`config.mk`:
```
export PLATFORM = sky130hd
export DESIGN_NAME = tag_freelist
export DESIGN_NICKNAME = d
export VERILOG_FILES = /design/src/rtl/tag_freelist_pkg.sv /design/src/rtl/tag_freelist_ret_compact.sv /design/src/rtl/tag_freelist.sv
export SDC_FILE = /design/constraint.sdc
export NUM_CORES = 1
export LEC_CHECK = 0
export CELL_PAD_IN_SITES_DETAIL_PLACEMENT = 1
export CELL_PAD_IN_SITES_GLOBAL_PLACEMENT = 1
export CORE_AREA = 2 2 149 137
export DETAILED_ROUTE_END_ITERATION = 12
export DIE_AREA = 0 0 151 139
export GPL_ROUTABILITY_DRIVEN = 0
export PLACE_DENSITY_LB_ADDON = 0.1
export SYNTH_ARGS = -nofsm -noshare
export SYNTH_HDL_FRONTEND = slang
export SYNTH_SLANG_ARGS = --single-unit
```
`constraint.sdc`:
```
create_clock -name clock -period 5.65 [get_ports clock]
set_clock_uncertainty 0.2 [all_clocks]
set_input_delay 1.695 -clock clock [delete_from_list [all_inputs] [get_ports clock]]
set_output_delay 1.695 -clock clock [all_outputs]
set_load 0.03 [all_outputs]
```
`src/rtl/tag_freelist_pkg.sv`:
```
// Shared definitions for the tag free list: default widths, tag type, clog2.
package tag_pkg;

   localparam int unsigned TAG_WIDTH_DEF = 5;
   localparam int unsigned RET_PORTS_DEF = 2;

   typedef logic [TAG_WIDTH_DEF-1:0] tag_t;

   function automatic int unsigned clog2(input int unsigned value);
      int unsigned r;
      r = 0;
      while ((64'd1 << r) < 64'(value)) r++;
      return r;
   endfunction

endpackage

```
`src/rtl/tag_freelist_ret_compact.sv`:
```
// Packs valid retire-bus tags into consecutive write slots, bounded by the
// available space; anything past the limit is dropped, highest port first.
module tag_ret_compact
   import tag_pkg::*;
#(
   parameter int unsigned TAG_WIDTH = TAG_WIDTH_DEF,
   parameter int unsigned RET_PORTS = RET_PORTS_DEF,
   parameter int unsigned CNT_W     = 6
) (
   input  logic [RET_PORTS*TAG_WIDTH-1:0] RB_Tag,
   input  logic [RET_PORTS-1:0]           RB_Tag_Valid,
   input  logic [CNT_W-1:0]               space,
   output logic [RET_PORTS*TAG_WIDTH-1:0] slot_tag,
   output logic [RET_PORTS-1:0]           slot_we,
   output logic [CNT_W-1:0]               acc_cnt,
   output logic                           drop
);

   always_comb begin
      int unsigned k;
      slot_tag = '0;
      slot_we  = '0;
      drop     = 1'b0;
      k        = 0;
      for (int unsigned i = 0; i < RET_PORTS; i++) begin
         if (RB_Tag_Valid[i]) begin
            if (k < 32'(space)) begin
               slot_tag[k*TAG_WIDTH +: TAG_WIDTH] = RB_Tag[i*TAG_WIDTH +: TAG_WIDTH];
               slot_we[k] = 1'b1;
               k++;
            end else begin
               drop = 1'b1;
            end
         end
      end
      acc_cnt = CNT_W'(k);
   end

endmodule

```
`src/rtl/tag_freelist.sv`:
```
// Tomasulo tag free list: show-ahead pop, multi-port compacted return, sticky errors.
// Optional TAG_FREELIST_DUPCHK_EN adds in_use tracking and the dup_err output.
module tag_freelist
   import tag_pkg::*;
#(
   parameter int unsigned TAG_WIDTH = TAG_WIDTH_DEF,
   parameter int unsigned DEPTH     = 2**TAG_WIDTH,
   parameter int unsigned RET_PORTS = RET_PORTS_DEF
) (
   input  logic                           clock,
   input  logic                           reset,
   input  logic [RET_PORTS*TAG_WIDTH-1:0] RB_Tag,
   input  logic [RET_PORTS-1:0]           RB_Tag_Valid,
   input  logic                           Rd_en,
   output logic [TAG_WIDTH-1:0]           Tag_Out,
   output logic                           tagFifo_full,
   output logic                           tagFifo_empty,
   output logic [clog2(DEPTH):0]          free_count,
   output logic                           ovf_err,
   output logic                           udf_err
`ifdef TAG_FREELIST_DUPCHK_EN
   ,
   output logic                           dup_err
`endif
);

   localparam int unsigned AW = clog2(DEPTH);
   localparam int unsigned PW = AW + 1;

   logic [TAG_WIDTH-1:0]           mem [DEPTH];
   logic [PW-1:0]                  rd_ptr, wr_ptr, space, acc_cnt;
   logic                           pop_acc, drop;
   logic [RET_PORTS-1:0]           ret_valid, slot_we;
   logic [RET_PORTS*TAG_WIDTH-1:0] slot_tag;

   assign Tag_Out       = mem[rd_ptr[AW-1:0]];
   assign tagFifo_empty = (rd_ptr == wr_ptr);
   assign tagFifo_full  = (rd_ptr[AW-1:0] == wr_ptr[AW-1:0]) && (rd_ptr[AW] != wr_ptr[AW]);
   assign pop_acc       = Rd_en & ~tagFifo_empty;
   // A same-cycle pop frees its slot for a return.
   assign space         = PW'(DEPTH) - free_count + PW'(pop_acc);

`ifdef TAG_FREELIST_DUPCHK_EN
   logic [DEPTH-1:0] in_use;
   logic             dup_drop;

   // Unallocated tags and repeats of an earlier port are filtered before compaction.
   always_comb begin
      logic ok;
      ret_valid = '0;
      dup_drop  = 1'b0;
      ok        = 1'b0;
      for (int unsigned i = 0; i < RET_PORTS; i++) begin
         if (RB_Tag_Valid[i]) begin
            ok = (32'(RB_Tag[i*TAG_WIDTH +: TAG_WIDTH]) < DEPTH) &&
                 in_use[AW'(RB_Tag[i*TAG_WIDTH +: TAG_WIDTH])];
            for (int unsigned j = 0; j < i; j++)
               if (RB_Tag_Valid[j] &&
                   RB_Tag[j*TAG_WIDTH +: TAG_WIDTH] == RB_Tag[i*TAG_WIDTH +: TAG_WIDTH])
                  ok = 1'b0;
            if (ok) ret_valid[i] = 1'b1;
            else    dup_drop     = 1'b1;
         end
      end
   end

   always_ff @(posedge clock) begin
      if (reset) begin
         in_use  <= '0;
         dup_err <= 1'b0;
      end else begin
         if (pop_acc) in_use[AW'(Tag_Out)] <= 1'b1;
         for (int unsigned k = 0; k < RET_PORTS; k++)
            if (slot_we[k]) in_use[AW'(slot_tag[k*TAG_WIDTH +: TAG_WIDTH])] <= 1'b0;
         if (dup_drop) dup_err <= 1'b1;
      end
   end
`else
   assign ret_valid = RB_Tag_Valid;
`endif

   tag_ret_compact #(
      .TAG_WIDTH (TAG_WIDTH),
      .RET_PORTS (RET_PORTS),
      .CNT_W     (PW)
   ) u_compact (
      .RB_Tag       (RB_Tag),
      .RB_Tag_Valid (ret_valid),
      .space        (space),
      .slot_tag     (slot_tag),
      .slot_we      (slot_we),
      .acc_cnt      (acc_cnt),
      .drop         (drop)
   );

   always_ff @(posedge clock) begin
      if (reset) begin
         for (int unsigned i = 0; i < DEPTH; i++) mem[i] <= TAG_WIDTH'(i);
         rd_ptr     <= '0;
         wr_ptr     <= PW'(DEPTH);
         free_count <= PW'(DEPTH);
         ovf_err    <= 1'b0;
         udf_err    <= 1'b0;
      end else begin
         for (int unsigned k = 0; k < RET_PORTS; k++)
            if (slot_we[k]) mem[AW'(32'(wr_ptr) + k)] <= slot_tag[k*TAG_WIDTH +: TAG_WIDTH];
         if (pop_acc) rd_ptr <= rd_ptr + 1'b1;
         wr_ptr     <= wr_ptr + acc_cnt;
         free_count <= free_count - PW'(pop_acc) + acc_cnt;
         if (drop) ovf_err <= 1'b1;
         if (Rd_en && tagFifo_empty) udf_err <= 1'b1;
      end
   end

endmodule

```
==> results of run 1 <==
worst max-delay path, delay by kind of cell:
family | cells | cell delay [ps]
XOR/XNOR | 1 | 130
AND/OR/NAND/NOR | 6 | 850
adder cells (fa/ha/maj) | 6 | 1790
buffers and inverters | 3 | 510
AO/OA/AOI/OAI | 5 | 610
flip-flops by register name, indices dropped and copies added, names as in the netlist, named ones only:
register,flops
ovf_err,1
rd_ptr,6
udf_err,1
mem,160
wr_ptr,6
free_count,6
where the power goes:
| part | switching (mW) | leakage (nW) | total, mW | internal, mW |
|---|---|---|---|---|
| combinational | 0.776 | 1.64 | 1.26 | 0.489 |
| sequential | 0.0809 | 1.58 | 1.64 | 1.56 |
| clock | 0.625 | 0.303 | 1.27 | 0.645 |
repair_timing:
| action | 4_1_cts | 5_1_grt |
|---|---|---|
| buffers inserted | 0 | 0 |
| gates resized for setup | 0 | 14 |
| setup endpoints to repair | 0 | 24 |
kinds of logic (layout without fill, tap and decap cells):
logic type               Yosys count  in the layout  synth area share [%]
AO/OA/AOI/OAI                    178            178                  14.0
flip-flops                       185            185                  54.4
AND/OR/NAND/NOR                  245            245                  11.6
adder cells (fa/ha/maj)           18             18                  2.47
multiplexers                      57             57                  12.3
buffers and inverters             77            156                  3.30
XOR/XNOR                          20             20                  1.80
Yosys cell counts (2+ instances only):
library cell  number
edfxtp_1         160
nor2_1            80
nand2_1           73
mux4_2            50
clkbuf_1          42
o22ai_1           32
a22oi_1           31
dfxtp_1           25
nand3_1           19
inv_1             17
o21bai_1          17
a21oi_1           16
a32oi_1           16
ha_1              16
nor3_1            16
buf_2             14
xnor2_1           14
nor2b_1           13
or3_1             13
o21ai_0            8
o32ai_1            8
nand2b_1           7
a2bb2oi_1          6
and2_1             6
xor2_1             6
mux2_2             5
nand3b_1           5
a21o_1             4
a22o_1             4
a32o_1             4
a31o_2             3
a31oi_1            3
nor3b_1            3
o211a_1            3
o31a_1             3
a211oi_1           2
buf_1              2
buf_6              2
fa_1               2
mux2i_1            2
nand4_1            2
o211ai_1           2
o31ai_1            2
o31ai_4            2
worst min-delay path by stage:
stage	from	endpoint	slack (ps)	cells past startpoint
after floorplan	rd_ptr[5]	rd_ptr[5]	260	2
after global routing	ovf_err	ovf_err	320	2
after CTS	ovf_err	ovf_err	290	2
final	udf_err	udf_err	280	2
after global placement	ovf_err	ovf_err	250	2
after detailed placement	udf_err	udf_err	260	2
cell usage in the layout, fill, tap and decap left out, types with 4 or more instances in the layout:
| cell | instances |
|---|---|
| edfxtp_1 | 160 |
| nor2_1 | 80 |
| buf_4 | 76 |
| nand2_1 | 73 |
| mux4_2 | 50 |
| o22ai_1 | 32 |
| a22oi_1 | 31 |
| clkdlybuf4s50_1 | 28 |
| dfxtp_1 | 23 |
| nand3_1 | 19 |
| inv_1 | 17 |
| clkbuf_16 | 17 |
| a21oi_1 | 16 |
| a32oi_1 | 16 |
| nor3_1 | 15 |
| ha_1 | 15 |
| xnor2_1 | 14 |
| nor2b_1 | 13 |
| or3_1 | 12 |
| o21bai_1 | 11 |
| o21ai_0 | 8 |
| nand2b_1 | 7 |
| xor2_1 | 6 |
| and2_1 | 6 |
| o32ai_1 | 6 |
| a2bb2oi_1 | 6 |
| o21bai_2 | 6 |
| inv_6 | 6 |
| mux2_2 | 5 |
| nand3b_1 | 5 |
| a21o_1 | 4 |
| a32o_1 | 4 |
| a22o_1 | 4 |
| inv_8 | 4 |
per-layer routing:
| layer | routed length (um) | track usage [%] |
|---|---|---|
| met1 | 12300 | 43.5 |
| met2 | 16000 | 52.7 |
| met3 | 3560 | 8.52 |
| met4 | 1530 | 14.3 |
| met5 | 0 | 0 |
cell type report:
class | count | area [sq um] | share of cell area [%]
multi-input combinational | 518 | 4190 | 36.8
inverter | 17 | 63.8 | 0.560
clock buffer | 17 | 425 | 3.73
timing repair buffer | 107 | 896 | 7.86
clock inverter | 15 | 193 | 1.69
sequential | 185 | 5310 | 46.6
tap | 255 | 319 | 2.80
through the flow:
step | power, mW | setup slack (ps) | utilization, % | hold slack, ps | TNS [ps]
after floorplan | 2.42 | 229 | - | 264 | 0
after global placement | 2.83 | -198 | 54.9 | 252 | -745
after detailed placement | 2.89 | -456 | 54.9 | 264 | -19420
after CTS | 4.14 | 13.5 | 58.1 | 289 | 0
after global routing | 4.32 | -151 | 58.4 | 323 | -1730
final | 4.17 | 172 | 58.4 | 278 | 0
==> impl_results.md, run 1 <==
- Vias/cell: 6.84
- Initial DRC Count: 1012
- Async S/R FF share, synth: 0%
- Peak supply drop: 0.000240 V
- Final Hold Viols: 0
- Post-Syn Instances: 780
- Largest net degree at the start of global routing: 61
- CP Capture Point: free_count[4]
- Peak Freq: 0.183 GHz
- Crit. Startpoint: Rd_en
- Final worst path period need: 5480 ps
- Post-route design area: 11400 sq um
- Ant diodes: 0
- Final cell count without fillers: 1114
- DP Area: 10700 sq um
- Crit path largest cell delay: 420 ps
- Final setup vio count: 0
- WS Path Type: primary input to flip-flop
- Vias in the first global route: 7888
- Die Span X: 151 um
- Post-CTS Hold Buffers: 0
- Syn avg cell area: 12.5 sq um
- Layout cells sized above 1: 22.9%
- WL per Instance: 30.0 um
- Slew margin rel.: 16.8%
- Power per cell area: 366 nW/um^2
- Yosys top cell by area: edfxtp_1
- Post-synth EDFFs: 160
- Clk_lat worst skew: 460 ps
- Post-route ant nets: 0
- Core Area: 19500 sq um
- Crit share post-route: 96.9%
- Leak: 3.52 nW
- Hpwl dp: 24000 um
- Max cap viols: 0
- Fillers: 1963
- TritonRoute pass-1 iters: 10
- GRT Total Usage: 33.2%
- Reg2reg end: free_count[4]
- Yosys reg bits: 185
- Maximum fanout along the worst path: 3
- Crit-path cells: clkdlybuf4s50_1 > o31ai_1 > ha_2 > inv_1 > ha_1 > nor4bb_4 > a21oi_1 > nor2_1 > o21ai_0 > ha_1 > and2_1 > a21oi_1 > ha_1 > inv_1 > ha_1 > fa_1 > a21oi_1 > nor2_1 > nor2_1 > xnor2_1 > nor2_1
- Worst r2r src: wr_ptr[1]
- Total Die Area: 21000 sq um
- Cell count of the worst reg-to-reg path: 22
- Endpoint class of the critical path: flip-flop
- Yosys warning total: 0
- Root Driver: clkbuf_16
- Num CTS Buffers: 17
- Register area share after synthesis: 54.4%
- Mapped Nets: 813
- Clock buffer depth: 2
- Syn-to-layout area delta: 16.9%
- Cell Area, Synth: 9740 sq um
- CTS tree: done
- Top cell type's share of synthesized area: 49.3%
- RSZ-0062 raised after global routing: true
- Class of the worst hold path: flip-flop to flip-flop
- First-pass GRT wire length: 50300 um
- Via count: 7615
- Slowest cell on the critical path: clkdlybuf4s50_1
- Yosys cell types: 64
- IO buf count: 29
- Reg2Reg Setup Slack: 590 ps
- Worst Tran Pin Value: 1250 ps
- Grt total ovfl: 0
- Placed insts: 1082
- Worst EP arrival: 5570 ps
- Layout Nets: 879
- Ranking of synthesized cells by area: edfxtp_1 49%, mux4_2 12%, dfxtp_1 5.1%
- Status: finished, final reports clean
- Setup crit start kind: primary input
- DRC Markers: 0
- Clock-pin slew on the worst setup and hold paths: 70 ps
- CTS Sinks: 185
- Critical Path RT: 5740 ps
- Top Ports: 30
- Die H: 139 um
- H-Tree Depth: 4
- Dominant synthesized flop cell: edfxtp_1
- Rows: 49
- Initial antenna violation count: 0
- Initial Util: 50.0%
- Final max-slew violation count: 0
- Final WL: 33400 um
Note: power is estimated with default switching activity, not from simulation.
==> inputs of run 2 (changes only) <==
--- a/config.mk
+++ b/config.mk
@@ -5,6 +5,7 @@
 export SDC_FILE = /design/constraint.sdc
 export NUM_CORES = 1
 export LEC_CHECK = 0
+export CAP_MARGIN = 20
 export CELL_PAD_IN_SITES_DETAIL_PLACEMENT = 1
 export CELL_PAD_IN_SITES_GLOBAL_PLACEMENT = 1
 export CORE_AREA = 2 2 149 137
@@ -12,6 +13,7 @@
 export DIE_AREA = 0 0 151 139
 export GPL_ROUTABILITY_DRIVEN = 0
 export PLACE_DENSITY_LB_ADDON = 0.1
+export RECOVER_POWER = 100
 export SYNTH_ARGS = -nofsm -noshare
 export SYNTH_HDL_FRONTEND = slang
 export SYNTH_SLANG_ARGS = --single-unit
==> run 2 against run 1 <==
Against the previous run: clock power about the same; clock-buffer cell count unchanged; critical path type unchanged; sequential power about the same; highest routed layer unchanged.
==> impl_results.md, run 2 (synthesis results as in run 1) <==
- Largest net degree at the start of global routing: 61 (unchanged)
- WS Path Type: primary input to flip-flop (unchanged)
- Critical path buffers and inverters: 3 (unchanged)
- Root Driver: clkbuf_16 (unchanged)
- Critical Path RT: 5790 ps (was 5740 ps)
- Class of the worst hold path: flip-flop to flip-flop (unchanged)
- Grt total ovfl: 0 (unchanged)
- Clock buffer depth: 2 (unchanged)
- FF+latch area: 5310 sq um (unchanged)
- RSZ-0062 raised after global routing: true (unchanged)
- Setup crit start kind: primary input (unchanged)
- Crit share post-route: 96.3% (was 96.9%)
- Num CTS Buffers: 17 (unchanged)
- Switching share of power: 35.5% (about the same)
- Post-CTS Hold Buffers: 0 (unchanged)
- Total power: 4.17 mW (about the same)
- Clk_lat worst skew: 450 ps (was 460 ps)
- H-Tree Depth: 4 (unchanged)
- Final setup vio count: 0 (unchanged)
- Slowest cell on the critical path: clkdlybuf4s50_1 (unchanged)
- Max reg flops: 160 (unchanged)
- Most frequent cells in the layout: 160 x edfxtp_1, 80 x nor2_1, 77 x buf_4 (was 160 x edfxtp_1, 80 x nor2_1, 76 x buf_4)
- Met3 wire len: 3290 um (was 3560 um)
- DR WL met2: 16200 um (was 16000 um)
- Maximum fanout along the worst path: 3 (unchanged)
- Slew margin rel.: 21.0% (was 16.8%)
- Setup TNS: 0 ps (unchanged)
- WL per Instance: 30.0 um (about the same)
- Final max-slew violation count: 0 (unchanged)
- Initial DRC Count: 971 (was 1012)
- Crit-path cells: clkdlybuf4s50_1 > o31ai_1 > ha_2 > inv_1 > ha_1 > nor4bb_4 > a21oi_1 > nor2_1 > o21ai_0 > ha_1 > and2_1 > a21oi_1 > ha_1 > inv_1 > ha_1 > fa_1 > a21oi_1 > nor2_1 > nor2_1 > xnor2_1 > nor2_1 (unchanged)
- Core Area: 19500 sq um (unchanged)
- Post-cts sizing count: 0 (unchanged)
- Internal: 2.69 mW (about the same)
- Reg with most FFs: mem (unchanged)
- Initial antenna violation count: 0 (unchanged)
- Ant diodes: 0 (unchanged)
- Comb power frac: 30.3% (about the same)
- Hpwl dp: 24000 um (unchanged)
- IO buf count: 29 (unchanged)
- Status: finished, final reports clean (unchanged)
- Peak Freq: 0.184 GHz (was 0.183 GHz)
- GRT Total Usage: 33.2% (unchanged)
- Die Span X: 151 um (unchanged)
- # Post-CTS Setup Buffers: 0 (unchanged)
- Vias in the first global route: 7888 (unchanged)
- Clock-pin slew on the worst setup and hold paths: 70 ps (about the same)
- Vias/cell: 6.89 (was 6.84)
- Final WL: 33500 um (was 33400 um)
- Final Hold Viols: 0 (unchanged)
- CTS Sinks: 185 (unchanged)
- TritonRoute pass-1 iters: 5 (was 10)
- Wl on met1: 12600 um (was 12300 um)
- Via count: 7693 (was 7615)
- Top delay family on crit path: adder cells (unchanged)
- Post-route ant nets: 0 (unchanged)
- Leak: 3.55 nW (was 3.52 nW)
- Top Ports: 30 (unchanged)
- Power share of the sequential group: 39.3% (about the same)
- Layout cells sized above 1: 23.1% (was 22.9%)
- Worst hold slack: 273 ps (was 278 ps)
- Power per cell area: 366 nW/um^2 (about the same)
- Endpoint class of the critical path: flip-flop (unchanged)
- Total Die Area: 21000 sq um (unchanged)
- Fillers: 1958 (was 1963)
- Layout Nets: 881 (was 879)
- Final worst path period need: 5440 ps (was 5480 ps)
- Peak supply drop: 0.000258 V (was 0.000240 V)
- CTS tree: done (unchanged)
- Worst Tran Pin Value: 1180 ps (was 1250 ps)
- Commonest non-fill, non-tap cell in the layout: edfxtp_1 (unchanged)
- P_sw: 1.48 mW (about the same)
- DRC Markers: 0 (unchanged)
- Top layer in use: met4 (unchanged)
- Worst EP arrival: 5580 ps (was 5570 ps)
- Syn-to-layout area delta: 17.2% (was 16.9%)
- Area of the multi-input gates: 4190 sq um (about the same)
- Initial Util: 50.0% (unchanged)
- Max cap viols: 0 (unchanged)
- Die H: 139 um (unchanged)
- Crit path largest cell delay: 420 ps (about the same)
- Clock share of power: 30.5% (was 30.4%)
- First-pass GRT wire length: 50300 um (unchanged)
- Rows: 49 (unchanged)
==> run 2: cell count changes in the layout (fill, tap and decap cells not counted) <==
cell             change
nor3_2               +1
dlygate4sd3_1        +6
nor3_1               -1
buf_12               +1
o21bai_2             -1
buf_4                +1
o21bai_1             +1
clkdlybuf4s50_1      -6
==> run 2: layer usage <==
metal | vias up | track usage (%)
met5 | - | 0
met3 | 90 | 8.52
met2 | 494 | 52.7
met1 | 3927 | 43.5
met4 | 0 | 14.3
li1 | 3182 | -
==> run 2: path summary, 6_finish.rpt <==
check             from             to  slack [ps]  cells past startpoint
max              Rd_en  free_count[4]         210                     21
min            udf_err        udf_err         270                      2
max reg2reg  wr_ptr[1]  free_count[4]         620                     22
min reg2reg    udf_err        udf_err         270                      2
==> run 2: cell type report <==
type,instances,share of cell area [%]
Sequential cell,185,46.5
Multi-Input combinational cell,518,36.7
Timing Repair Buffer,109,8.08
Clock buffer,17,3.72
Tap cell,255,2.79
Clock inverter,15,1.69
Inverter,17,0.559
==> run 2: metrics by stage <==
step                cell area [sq um]  std cells  utilization (%)  setup slack, ps
floorplan                        9740        780                -              229
global placement                10700       1082             54.9             -198
detailed placement              10700       1082             54.9             -456
CTS                             11300       1114             58.1             13.5
global route                    11400       1116             58.6            -92.7
finish                          11400       1116             58.6              209
==> run 2: power groups by stage <==
stage / logic [mW] / clock network [mW] / registers (mW)
after floorplan: 0.761 / 0 / 1.66
final: 1.26 / 1.27 / 1.64
after detailed placement: 1.22 / 0 / 1.67
after global placement: 1.17 / 0 / 1.66
after global routing: 1.35 / 1.32 / 1.65
after CTS: 1.23 / 1.27 / 1.64
==> run 2: worst reg2reg max path, delay by kind of cell, from the launching register on <==
kind / cells / cell delay, ps
flip-flops: 1 / 670
AND/OR/NAND/NOR: 7 / 1000
buffers and inverters: 2 / 90
adder cells (fa/ha/maj): 6 / 1780
AO/OA/AOI/OAI: 5 / 860
XOR/XNOR: 2 / 310
